`src/rtl/mem_port_arbiter_pkg.sv`:
```
// Shared constants for the data-memory port arbiter: default widths,
// requester identifiers and access-op encodings.
package mem_port_arbiter_pkg;

  localparam int unsigned ADDR_W_DEF   = 30;
  localparam int unsigned DATA_W_DEF   = 32;
  localparam int unsigned DEPTH_DEF    = 512;
  localparam int unsigned MAX_WAIT_DEF = 4;

  localparam logic REQ_CPU = 1'b0;
  localparam logic REQ_EXT = 1'b1;

  localparam logic OP_RD = 1'b0;
  localparam logic OP_WR = 1'b1;

endpackage

```
`src/rtl/mem_port_arbiter_starve_ctr.sv`:
```
// Saturating count of consecutive cycles the EXT port has waited; signals
// when EXT must override the CPU's fixed priority.
module arb_starve_ctr #(
  parameter int unsigned MAX_WAIT = 4
) (
  input  logic clk,
  input  logic rst,
  input  logic ext_req,
  input  logic ext_issue,
  output logic ext_override
);

  localparam int unsigned CW = (MAX_WAIT < 1) ? 1 : $clog2(MAX_WAIT + 1);

  logic [CW-1:0] wait_cnt;

  always_ff @(posedge clk) begin
    if (rst || !ext_req || ext_issue) begin
      wait_cnt <= '0;
    end else if (wait_cnt != CW'(MAX_WAIT)) begin
      wait_cnt <= wait_cnt + CW'(1);
    end
  end

  assign ext_override = (wait_cnt == CW'(MAX_WAIT));

endmodule

```
`src/rtl/mem_port_arbiter.sv`:
```
// Two-requester arbiter for the single data-memory port: CPU has fixed
// priority, EXT is guaranteed a slot by the starvation counter.
module mem_port_arbiter
  import mem_port_arbiter_pkg::*;
#(
  parameter int unsigned ADDR_W   = ADDR_W_DEF,
  parameter int unsigned DATA_W   = DATA_W_DEF,
  parameter int unsigned DEPTH    = DEPTH_DEF,
  parameter int unsigned MAX_WAIT = MAX_WAIT_DEF
) (
  input  logic              CLOCK,
  input  logic              RESET,
  input  logic              CpuReq,
  input  logic              CpuWEN,
  input  logic [ADDR_W-1:0] CpuAddr,
  input  logic [DATA_W-1:0] CpuWData,
  output logic              CpuAck,
  output logic [DATA_W-1:0] CpuRData,
  output logic              CpuStall,
  input  logic              ExtReq,
  input  logic              ExtWEN,
  input  logic [ADDR_W-1:0] ExtAddr,
  input  logic [DATA_W-1:0] ExtWData,
  output logic              ExtAck,
  output logic [DATA_W-1:0] ExtRData,
  output logic              MemEN,
  output logic              MemWEN,
  output logic [ADDR_W-1:0] MemAddr,
  output logic [DATA_W-1:0] MemWData,
  input  logic [DATA_W-1:0] MemRData,
  output logic              ErrFlag
);

  logic              inflight_q, owner_q, op_q, oor_q, err_q;
  logic              cpu_elig, ext_elig, issue, win, win_wen, in_range;
  logic              ext_override, ack_ok, rd_ok;
  logic [ADDR_W-1:0] win_addr;
  logic [DATA_W-1:0] win_wdata;

  arb_starve_ctr #(.MAX_WAIT(MAX_WAIT)) u_starve (
    .clk          (CLOCK),
    .rst          (RESET),
    .ext_req      (ExtReq),
    .ext_issue    (issue && (win == REQ_EXT)),
    .ext_override (ext_override)
  );

  // Reset gates issue and every output so nothing leaks during the reset cycle.
  always_comb begin
    cpu_elig  = !RESET && CpuReq && !(inflight_q && owner_q == REQ_CPU);
    ext_elig  = !RESET && ExtReq && !(inflight_q && owner_q == REQ_EXT);
    issue     = cpu_elig || ext_elig;
    if (cpu_elig && ext_elig) win = ext_override ? REQ_EXT : REQ_CPU;
    else                      win = ext_elig ? REQ_EXT : REQ_CPU;
    win_addr  = (win == REQ_EXT) ? ExtAddr  : CpuAddr;
    win_wdata = (win == REQ_EXT) ? ExtWData : CpuWData;
    win_wen   = (win == REQ_EXT) ? ExtWEN   : CpuWEN;
    in_range  = 64'(win_addr) < 64'(DEPTH);

    MemEN     = issue;
    MemWEN    = issue && win_wen && in_range;
    MemAddr   = issue ? win_addr  : '0;
    MemWData  = issue ? win_wdata : '0;

    ack_ok    = !RESET && inflight_q;
    rd_ok     = ack_ok && op_q == OP_RD && !oor_q;
    CpuAck    = ack_ok && owner_q == REQ_CPU;
    ExtAck    = ack_ok && owner_q == REQ_EXT;
    CpuRData  = (CpuAck && rd_ok) ? MemRData : '0;
    ExtRData  = (ExtAck && rd_ok) ? MemRData : '0;
    CpuStall  = !RESET && CpuReq && !CpuAck;
    ErrFlag   = !RESET && err_q;
  end

  always_ff @(posedge CLOCK) begin
    if (RESET) begin
      inflight_q <= 1'b0;
      owner_q    <= REQ_CPU;
      op_q       <= OP_RD;
      oor_q      <= 1'b0;
      err_q      <= 1'b0;
    end else begin
      inflight_q <= issue;
      owner_q    <= win;
      op_q       <= win_wen ? OP_WR : OP_RD;
      oor_q      <= issue && !in_range;
      err_q      <= err_q || (issue && !in_range);
    end
  end

endmodule

```
`config.mk`:
```
export PLATFORM = sky130hd
export DESIGN_NAME = mem_port_arbiter
export DESIGN_NICKNAME = d
export VERILOG_FILES = /design/src/rtl/mem_port_arbiter_pkg.sv /design/src/rtl/mem_port_arbiter_starve_ctr.sv /design/src/rtl/mem_port_arbiter.sv
export SDC_FILE = /design/constraint.sdc
export NUM_CORES = 1
export LEC_CHECK = 0
export CAP_MARGIN = 20
export CORE_AREA = 3 3 113 115
export CTS_CLUSTER_DIAMETER = 30
export DETAILED_ROUTE_END_ITERATION = 8
export DIE_AREA = 0 0 116 118
export SLEW_MARGIN = 30
export SYNTH_ARGS = -nofsm -noshare
export SYNTH_HDL_FRONTEND = slang
export SYNTH_SLANG_ARGS = --single-unit
```
`constraint.sdc`:
```
create_clock -name CLOCK -period 1.6 [get_ports CLOCK]
set_clock_uncertainty 0.05 [all_clocks]
set_input_delay 0.16 -clock CLOCK [delete_from_list [all_inputs] [get_ports CLOCK]]
set_output_delay 0.16 -clock CLOCK [all_outputs]
set_load 0.01 [all_outputs]
```
---- Word level (Yosys, flattened, before mapping) ----
Cells that the tools add are included.
storage, ports and cells
  memory bits (read-only) ................. 0
  bits of input ports ..................... 162
  memories ................................ 0
  word-level logic and storage cells ...... 54
  latch bits .............................. 0
  output and inout port bits .............. 132
  memory bits (writable) .................. 0
  register bits after elaboration ......... 8
operators by class
  bitwise operators ....................... 2
  $lt $le $gt $ge ......................... 1
  add/sub/neg operators ................... 1
  reductions and logical operators ........ 31
  shifts and indexed selects .............. 0
  multipliers ............................. 0
  div/mod/pow operators ................... 0
  eq/ne operators ......................... 2
  muxes and demuxes ....................... 11
operators by type and width
  kind                                                           count
  two-way mux 32 bit                                             4
  two-way mux 30 bit                                             2
  less-than comparator 30 x 10 -> 1 bit (second input constant)  1
  logical AND 1 bit                                              20
  logical NOT 1 bit                                              7
  two-way mux 1 bit                                              5
  logical OR 1 bit                                               4
  adder 3 x 1 -> 3 bit (second input constant)                   1
  == test 3 bit (second input constant)                          1
  inequality test 3 bit (second input constant)                  1
  NOT 1 bit                                                      2

---- Longest topological paths before layout ----
Gate-level depths: netlist of the first run.
  word-level depth ........................ 11
  mapped depth ............................ 9
  gate-level depth less buffers ........... 7

---- Hierarchy ----
A second synthesis of the first run with hierarchy kept.
second synthesis, totals
  cell total of the unflattened synthesis .. 348
  area total of the unflattened synthesis .. 1834.3 µm²
by module, submodules not included
  module            area an instance (µm²)  cells each  instances  sequential area each (µm²)
  mem_port_arbiter  1664.1                  330         1          100.1
  arb_starve_ctr    170.2                   18          1          60.1

---- Least setup slack after synthesis of the first run ----
OpenSTA, ideal clock, no wires.
  kind .................................... flip-flop to output port
  from .................................... reg u_starve.wait_cnt[0]
  to ...................................... out MemAddr[20]
  slack ................................... -0.285 ns
  stages on the path, launching flop included .. 9
  required time ........................... 1.390 ns
  arrival ................................. 1.675 ns
  path buffers ............................ 2
  cells stage by stage .................... dfxtp_1 -> inv_1 -> ha_1 -> and2_0 -> o311ai_2 -> buf_4 -> buf_6 -> nand2_1 -> a21oi_1
on the way
  word-level cells in the longest chain between the ends .. 5
RTL lines
  what                            RTL line                           text
  from (decl)                     mem_port_arbiter_starve_ctr.sv:15  logic [CW-1:0] wait_cnt;
  from (signal assigned)          mem_port_arbiter_starve_ctr.sv:21  wait_cnt <= wait_cnt + CW'(1);
  == test 3 bit                   mem_port_arbiter_starve_ctr.sv:25  assign ext_override = (wait_cnt == CW'(MAX_WAIT));
  two-way mux 1 bit (2 in a row)  mem_port_arbiter.sv:53             if (cpu_elig && ext_elig) win = ext_override ? REQ_EXT : REQ_CPU;
  two-way mux 30 bit              mem_port_arbiter.sv:55             win_addr = (win == REQ_EXT) ? ExtAddr : CpuAddr;
  two-way mux 30 bit              mem_port_arbiter.sv:62             MemAddr = issue ? win_addr : '0;
  to (decl)                       mem_port_arbiter.sv:28             output logic [ADDR_W-1:0] MemAddr,
Every way passes these cells.

---- Final worst setup path of the first run ----
  from .................................... reg u_starve.wait_cnt[0]
  to ...................................... out MemWData[24]
on the way
  word-level cells in the longest chain between the ends .. 5
RTL lines
  what                            RTL line                           text
  == test 3 bit                   mem_port_arbiter_starve_ctr.sv:25
  two-way mux 1 bit (2 in a row)  mem_port_arbiter.sv:53
  two-way mux 32 bit              mem_port_arbiter.sv:56             win_wdata = (win == REQ_EXT) ? ExtWData : CpuWData;
  two-way mux 32 bit              mem_port_arbiter.sv:63             MemWData = issue ? win_wdata : '0;
  to (decl)                       mem_port_arbiter.sv:29             output logic [DATA_W-1:0] MemWData,
Every way passes these cells.

==> metrics, run 1 <==
Final Max Slew Viols=0; Worst Setup Start Kind=flop; synthesized cell area=1830 µm²; Final WS setup=-602 ps; met2 Use GR=37.4%; sequential area share after synthesis=8.76%; fmax=0.454 GHz; layout cells sized above 1=57.4%; post-synth top area cell=nand2_1; DIE WIDTH=116 µm; Worst-path clk slew=40 ps; pin count of the biggest net entering global routing=33; vias=3,792; Syn Area/Cell=5.40 µm²; Yosys reg bits=8; ys flop type=dfxtp_1; Pre-Repair DR Iteration Count=4; most used routing layer=met2; RSZ-0062 raised after global routing=yes; P per Cell Area=339 nW/µm²; Die Span Y=118 µm; YS warnings=0; Hold Slack=207 ps; P_leak=3.08 nW; final core utilization=56.2%; first-pass GRT wire length=20.2 mm; I/O pin total=294; DRT iter0 DRCs=77; status=complete, but fails checks; Area Growth Syn to Fin=266%; Setup TNS=-47,070 ps; number of global-route vias before repair=3,851; Clock Tree Buf Depth=2; CTS buffer count=3; antenna fix cells=0; fin crit period=2200 ps; initial antenna violation count=0; fin cells=860; root buffer cell=clkbuf_16; max_slew headroom=76.4%; FFs w/ async S/R, synth=0%; worst path arrival time=1990 ps; final wirelength=14.7 mm; CORE AREA=11,900 µm²; Setup violations, final=136; met3 Usage GRT=3.96%; CP Data Required Time=1390 ps; Yosys top cell area share=26.7%; Worst Tran Pin Value=350 ps; Synth cell types=29; area of placed instances=5640 µm²; area of the die=13,700 µm²; placement row count=40; Post-Synthesis Cells=339; routed wire length per instance=17.1 µm; nature of the critical path endpoint=primary output; top cells by area, synth=nand2_1, and2_1, nand3_1; maximum vdd drop=245 µV; maxcap violations=0; Finished Cell Area=6690 µm²; global routing usage on met1=19.6%; Final GP Congestion=0.872; Post-synth EDFFs=0; DP HPWL=10.7 mm; HP Class=in -> reg; dpl cells=802; drt via density=4.41; PortBufs=293; Tcrit/Tclk final=138%; syn_nets=503; crit path max fanout=18; H-tree Lvls=1; failing checks=negative setup slack; ANT nets after route=0; nets@finish=879; effective utilization at floorplan=15.4%; CP Class=reg -> out; total track usage=18.7%; Clock Sinks=8; Hold Fails Final Rpt=0; DR DRC count=0; total grt overflow=0; CTS tree=yes; worst skew pair latency=230 ps
[flip-flops by register name (all words and copies together) (netlist names)]
| register | cells |
|---|---|
| err_q | 1 |
| owner_q | 1 |
| oor_q | 1 |
| u_starve.wait_cnt | 3 |
| op_q | 1 |
| inflight_q | 1 |
[through the flow]
step | total power, mW | worst slack, ps
2_1_floorplan | 0.700 | -115
3_3_place_gp | 1.60 | -962
3_5_place_dp | 1.62 | -985
4_1_cts | 2.15 | -588
5_1_grt | 2.39 | -661
6_report | 2.27 | -602
[metal layers]
layer	up-vias	routed length (µm)
met5	-	0
met4	0	149
met3	9	1200
met2	199	8120
met1	1732	5240
li1	1852	-
[placed cells by master, fill, tap and decap left out, types with 7 or more instances in the layout]
cell type	n
and2_4	59
clkdlybuf4s50_1	161
clkbuf_16	7
buf_12	15
nand3_1	24
nand2_2	61
buf_4	56
buf_6	98
dlygate4sd2_1	14
nand2_1	63
a21oi_2	20
nand3_2	16
buf_2	29
clkdlybuf4s15_2	8
[cells in the mapped netlist, types with 2 or more instances]
cell type,number
ha_1,2
buf_2,4
clkbuf_1,14
or4_1,2
a21oi_1,23
nor4_2,2
buf_4,6
buf_6,2
inv_1,6
dfxtp_1,8
nand3_1,42
nand4_1,2
nor3_1,3
nor2b_1,2
and2_1,64
nand2b_1,4
nor2_1,6
nor4_1,7
nand2_1,130
[logic make-up (layout without fill, tap and decap cells)]
family / Yosys count / count (layout) / share of synthesized area [%]
xor+xnor: 1 / 1 / 0.479
compound gates: 30 / 30 / 10.5
flops: 8 / 8 / 8.75
simple gates: 265 / 265 / 69.8
buf+inv: 33 / 407 / 9.10
fa+ha+maj: 2 / 2 / 1.37
[where the power goes]
group / switching [mW] / internal [mW] / leakage [nW]
Combinational: 0.641 / 0.978 / 2.98
Clock: 0.0951 / 0.322 / 0.0370
Sequential: 0.0141 / 0.217 / 0.0676
[layout make-up]
cell class	instances	area, µm²
Clock buffer	3	75.1
Fill cell	1082	5220
Inverter	7	36.3
Multi-Input combinational cell	298	2140
Sequential cell	8	165
Tap cell	147	184
Timing Repair Buffer	397	4090
[critical path, cell delays in order, from the launching register on]
cell and delay, ps:
dfxtp_2 330, inv_2 50, ha_4 150, and2_4 140
o311ai_4 260, buf_4 200, inv_8 60, buf_12 150
nand2_1 90, nand2_2 50, dlygate4sd2_1 280
[path summary, 6_finish.rpt]
check	from	to	slack, ps	cells after the start
worst min register to register	err_q	err_q	430	2
worst max register to register	u_starve.wait_cnt[0]	err_q	-270	9
worst max-delay path	u_starve.wait_cnt[0]	MemWData[24]	-600	10
worst min-delay path	RESET	op_q	210	3
[timing repair]
item	in CTS	in global routing
cloned	8	5
hold buffers	0	0
endpoints found under the setup margin	138	138
gates resized for setup	497	177
buffers inserted	34	15
pin swaps	36	44
(Power assumes the default switching activity.)
==> inputs of run 2 (changes only) <==
--- a/config.mk
+++ b/config.mk
@@ -6,10 +6,10 @@
 export NUM_CORES = 1
 export LEC_CHECK = 0
 export CAP_MARGIN = 20
-export CORE_AREA = 3 3 113 115
+export CORE_AREA = 2 2 115 117
 export CTS_CLUSTER_DIAMETER = 30
 export DETAILED_ROUTE_END_ITERATION = 8
-export DIE_AREA = 0 0 116 118
+export DIE_AREA = 0 0 117 119
 export SLEW_MARGIN = 30
 export SYNTH_ARGS = -nofsm -noshare
 export SYNTH_HDL_FRONTEND = slang
==> run 2 against run 1 <==
The run still ends with negative setup slack left. Sequential power hardly changed. Cell count is 5.3% higher. Register-to-register slack worse by 100 ps. Clock power hardly changed. Fmax is 2.2% lower. Critical endpoint is now MemWData[27]. Setup slack worse by 49 ps. Via count is 4.5% higher. Non-clock buffer count is 16 higher. Cell area is 9.2% higher. Combinational power is 13% higher.
==> metrics, run 2 (same netlist as run 1, synthesis figures left out) <==
Worst path top cell family by delay=buffers and inverters; P_leak=3.43 nW; total grt overflow=0; fin cells=906; max FFs per register=3; Int Power=1.65 mW; Worst Tran Pin Value=384 ps; CP Data Required Time=1390 ps; CP Class=reg -> out; drt via density=4.37; dpl cells=833; wire length on met2=8.36 mm; commonest non-fill, non-tap cell in the layout=clkdlybuf4s50_1; fin crit period=2250 ps; number of global-route vias before repair=3,963; maxcap violations=0; Worst Setup Start Kind=flop; WHS Path Cells=3; Hold Slack=205 ps; Pre-Repair DR Iteration Count=4; fmax=0.444 GHz; Logic pwr share=73.8%; Overall Power=2.48 mW; P per Cell Area=340 nW/µm²; DP HPWL=10.3 mm; Clk network pwr share=16.9%; placement row count=42; layout cells sized above 1=66.7%; failing checks=negative setup slack; first-pass GRT wire length=20.0 mm; Final GP Congestion=0.877; routed wire length per instance=16.7 µm; Worst-path clk slew=40 ps; CORE AREA=12,900 µm²; Setup violations, final=134; status=complete, but fails checks; Critical Path, Cell by Cell=inv_2, ha_4, and2_4, o311ai_4, buf_4, buf_6, buf_6, buf_8, nand3_4, nand2_2, buf_6; area of the multi-input gates=2450 µm²; final wirelength=15.1 mm; worst reg2reg path depth=8; part of the power in registers=9.3%; CTS Hold Bufs=0; ANT nets after route=0; critical path depth=11; initial antenna violation count=1; slowest CP cell=o311ai_4; PortBufs=293; I/O pin total=294; Area Growth Syn to Fin=299%; DRT iter0 DRCs=71; switch share=33.8%; met3 routed WL=1.28 mm; max incr delay on CP=350 ps; Final WS setup=-651 ps; FF/Latch Area=165 µm²; root buffer cell=clkbuf_16; Tcrit/Tclk final=141%; worst skew pair latency=230 ps; fillers=1,153; pin count of the biggest net entering global routing=33; maximum vdd drop=290 µV; vias=3,961; DIE WIDTH=117 µm; commonest cells after routing, fill and taps aside=clkdlybuf4s50_1, buf_6, nand2_2; Metal-1 WL=5.17 mm; Clock Tree Buf Depth=2; Clock Sinks=8; CTS buffer count=3; crit path max fanout=7; Worst Path Buf+Inv=6; most used cell, CP=buf_6; CTS tree=yes; RSZ-0062 raised after global routing=yes; max_slew headroom=74.3%; area of the die=13,900 µm²; Net Sw Power=0.839 mW; HP Class=in -> reg; total track usage=18.2%; max layer used=met4; register with the most flip-flops=u_starve.wait_cnt; effective utilization at floorplan=14.2%; Final Max Slew Viols=0; nature of the critical path endpoint=primary output; Die Span Y=119 µm; H-tree Lvls=1; worst path arrival time=2040 ps; nets@finish=895; Hold Fails Final Rpt=0; DR DRC count=0
[run 2: cell count changes in the layout (fill, tap and decap cells not counted), sizes merged]
cell / change
clkbuf: +1
buf: +36
clkdlybuf4s15: -9
dlymetal6s2s: -1
diode: +1
clkdlybuf4s50: -1
bufbuf: +3
dlygate4sd2: -13
[run 2: repair_timing]
item | 4_1_cts | 5_1_grt
gates resized for setup | 639 | 232
gates cloned | 10 | 4
buffers inserted | 46 | 18
endpoints found under the setup margin | 138 | 137
pin swaps | 35 | 65
[run 2: worst paths after layout]
path	to	slack, ps	from
max reg2reg	oor_q	-370	u_starve.wait_cnt[0]
min	op_q	200	RESET
max	MemWData[27]	-650	u_starve.wait_cnt[0]
min reg2reg	u_starve.wait_cnt[2]	510	u_starve.wait_cnt[2]
[run 2: power groups by stage]
| stage | Sequential [mW] | Combinational [mW] | Clock, mW |
|---|---|---|---|
| 6_report | 0.231 | 1.83 | 0.420 |
| 3_3_place_gp | 0.231 | 1.39 | 0 |
| 4_1_cts | 0.231 | 1.59 | 0.427 |
| 2_1_floorplan | 0.228 | 0.471 | 0 |
| 3_5_place_dp | 0.232 | 1.40 | 0 |
| 5_1_grt | 0.233 | 1.93 | 0.436 |
[run 2: metrics by stage]
step | worst slack [ps] | TNS (ps) | utilization [%] | area, µm²
after floorplan | -115 | -5390 | - | 2210
after global placement | -903 | -93610 | 44.4 | 5720
after detailed placement | -920 | -96070 | 44.4 | 5720
after CTS | -612 | -48780 | 49.6 | 6380
after global routing | -704 | -65320 | 56.7 | 7310
final | -651 | -56660 | 56.7 | 7310
[run 2: routing by layer]
metal / GRT usage (%) / vias to the layer above
met2: 35.8 / 189
met4: 4.04 / 0
met5: 0 / -
met1: 18.6 / 1852
li1: - / 1898
met3: 4.78 / 22
[run 2: area by class of cell]
type,instances,area share (%)
clock buffer,3,1.03
tap,176,3.01
sequential,8,2.26
inverter,7,0.428
antenna,1,0.0343
multi-input combinational,298,33.5
timing repair buffer,413,59.7
[run 2: worst reg2reg max path: stages (launching register included)]
cell	delay, ps
dfxtp_2	320
inv_2	50
ha_4	150
and2_4	140
o311ai_4	350
inv_4	130
bufbuf_16	310
buf_4	140
o31ai_2	240
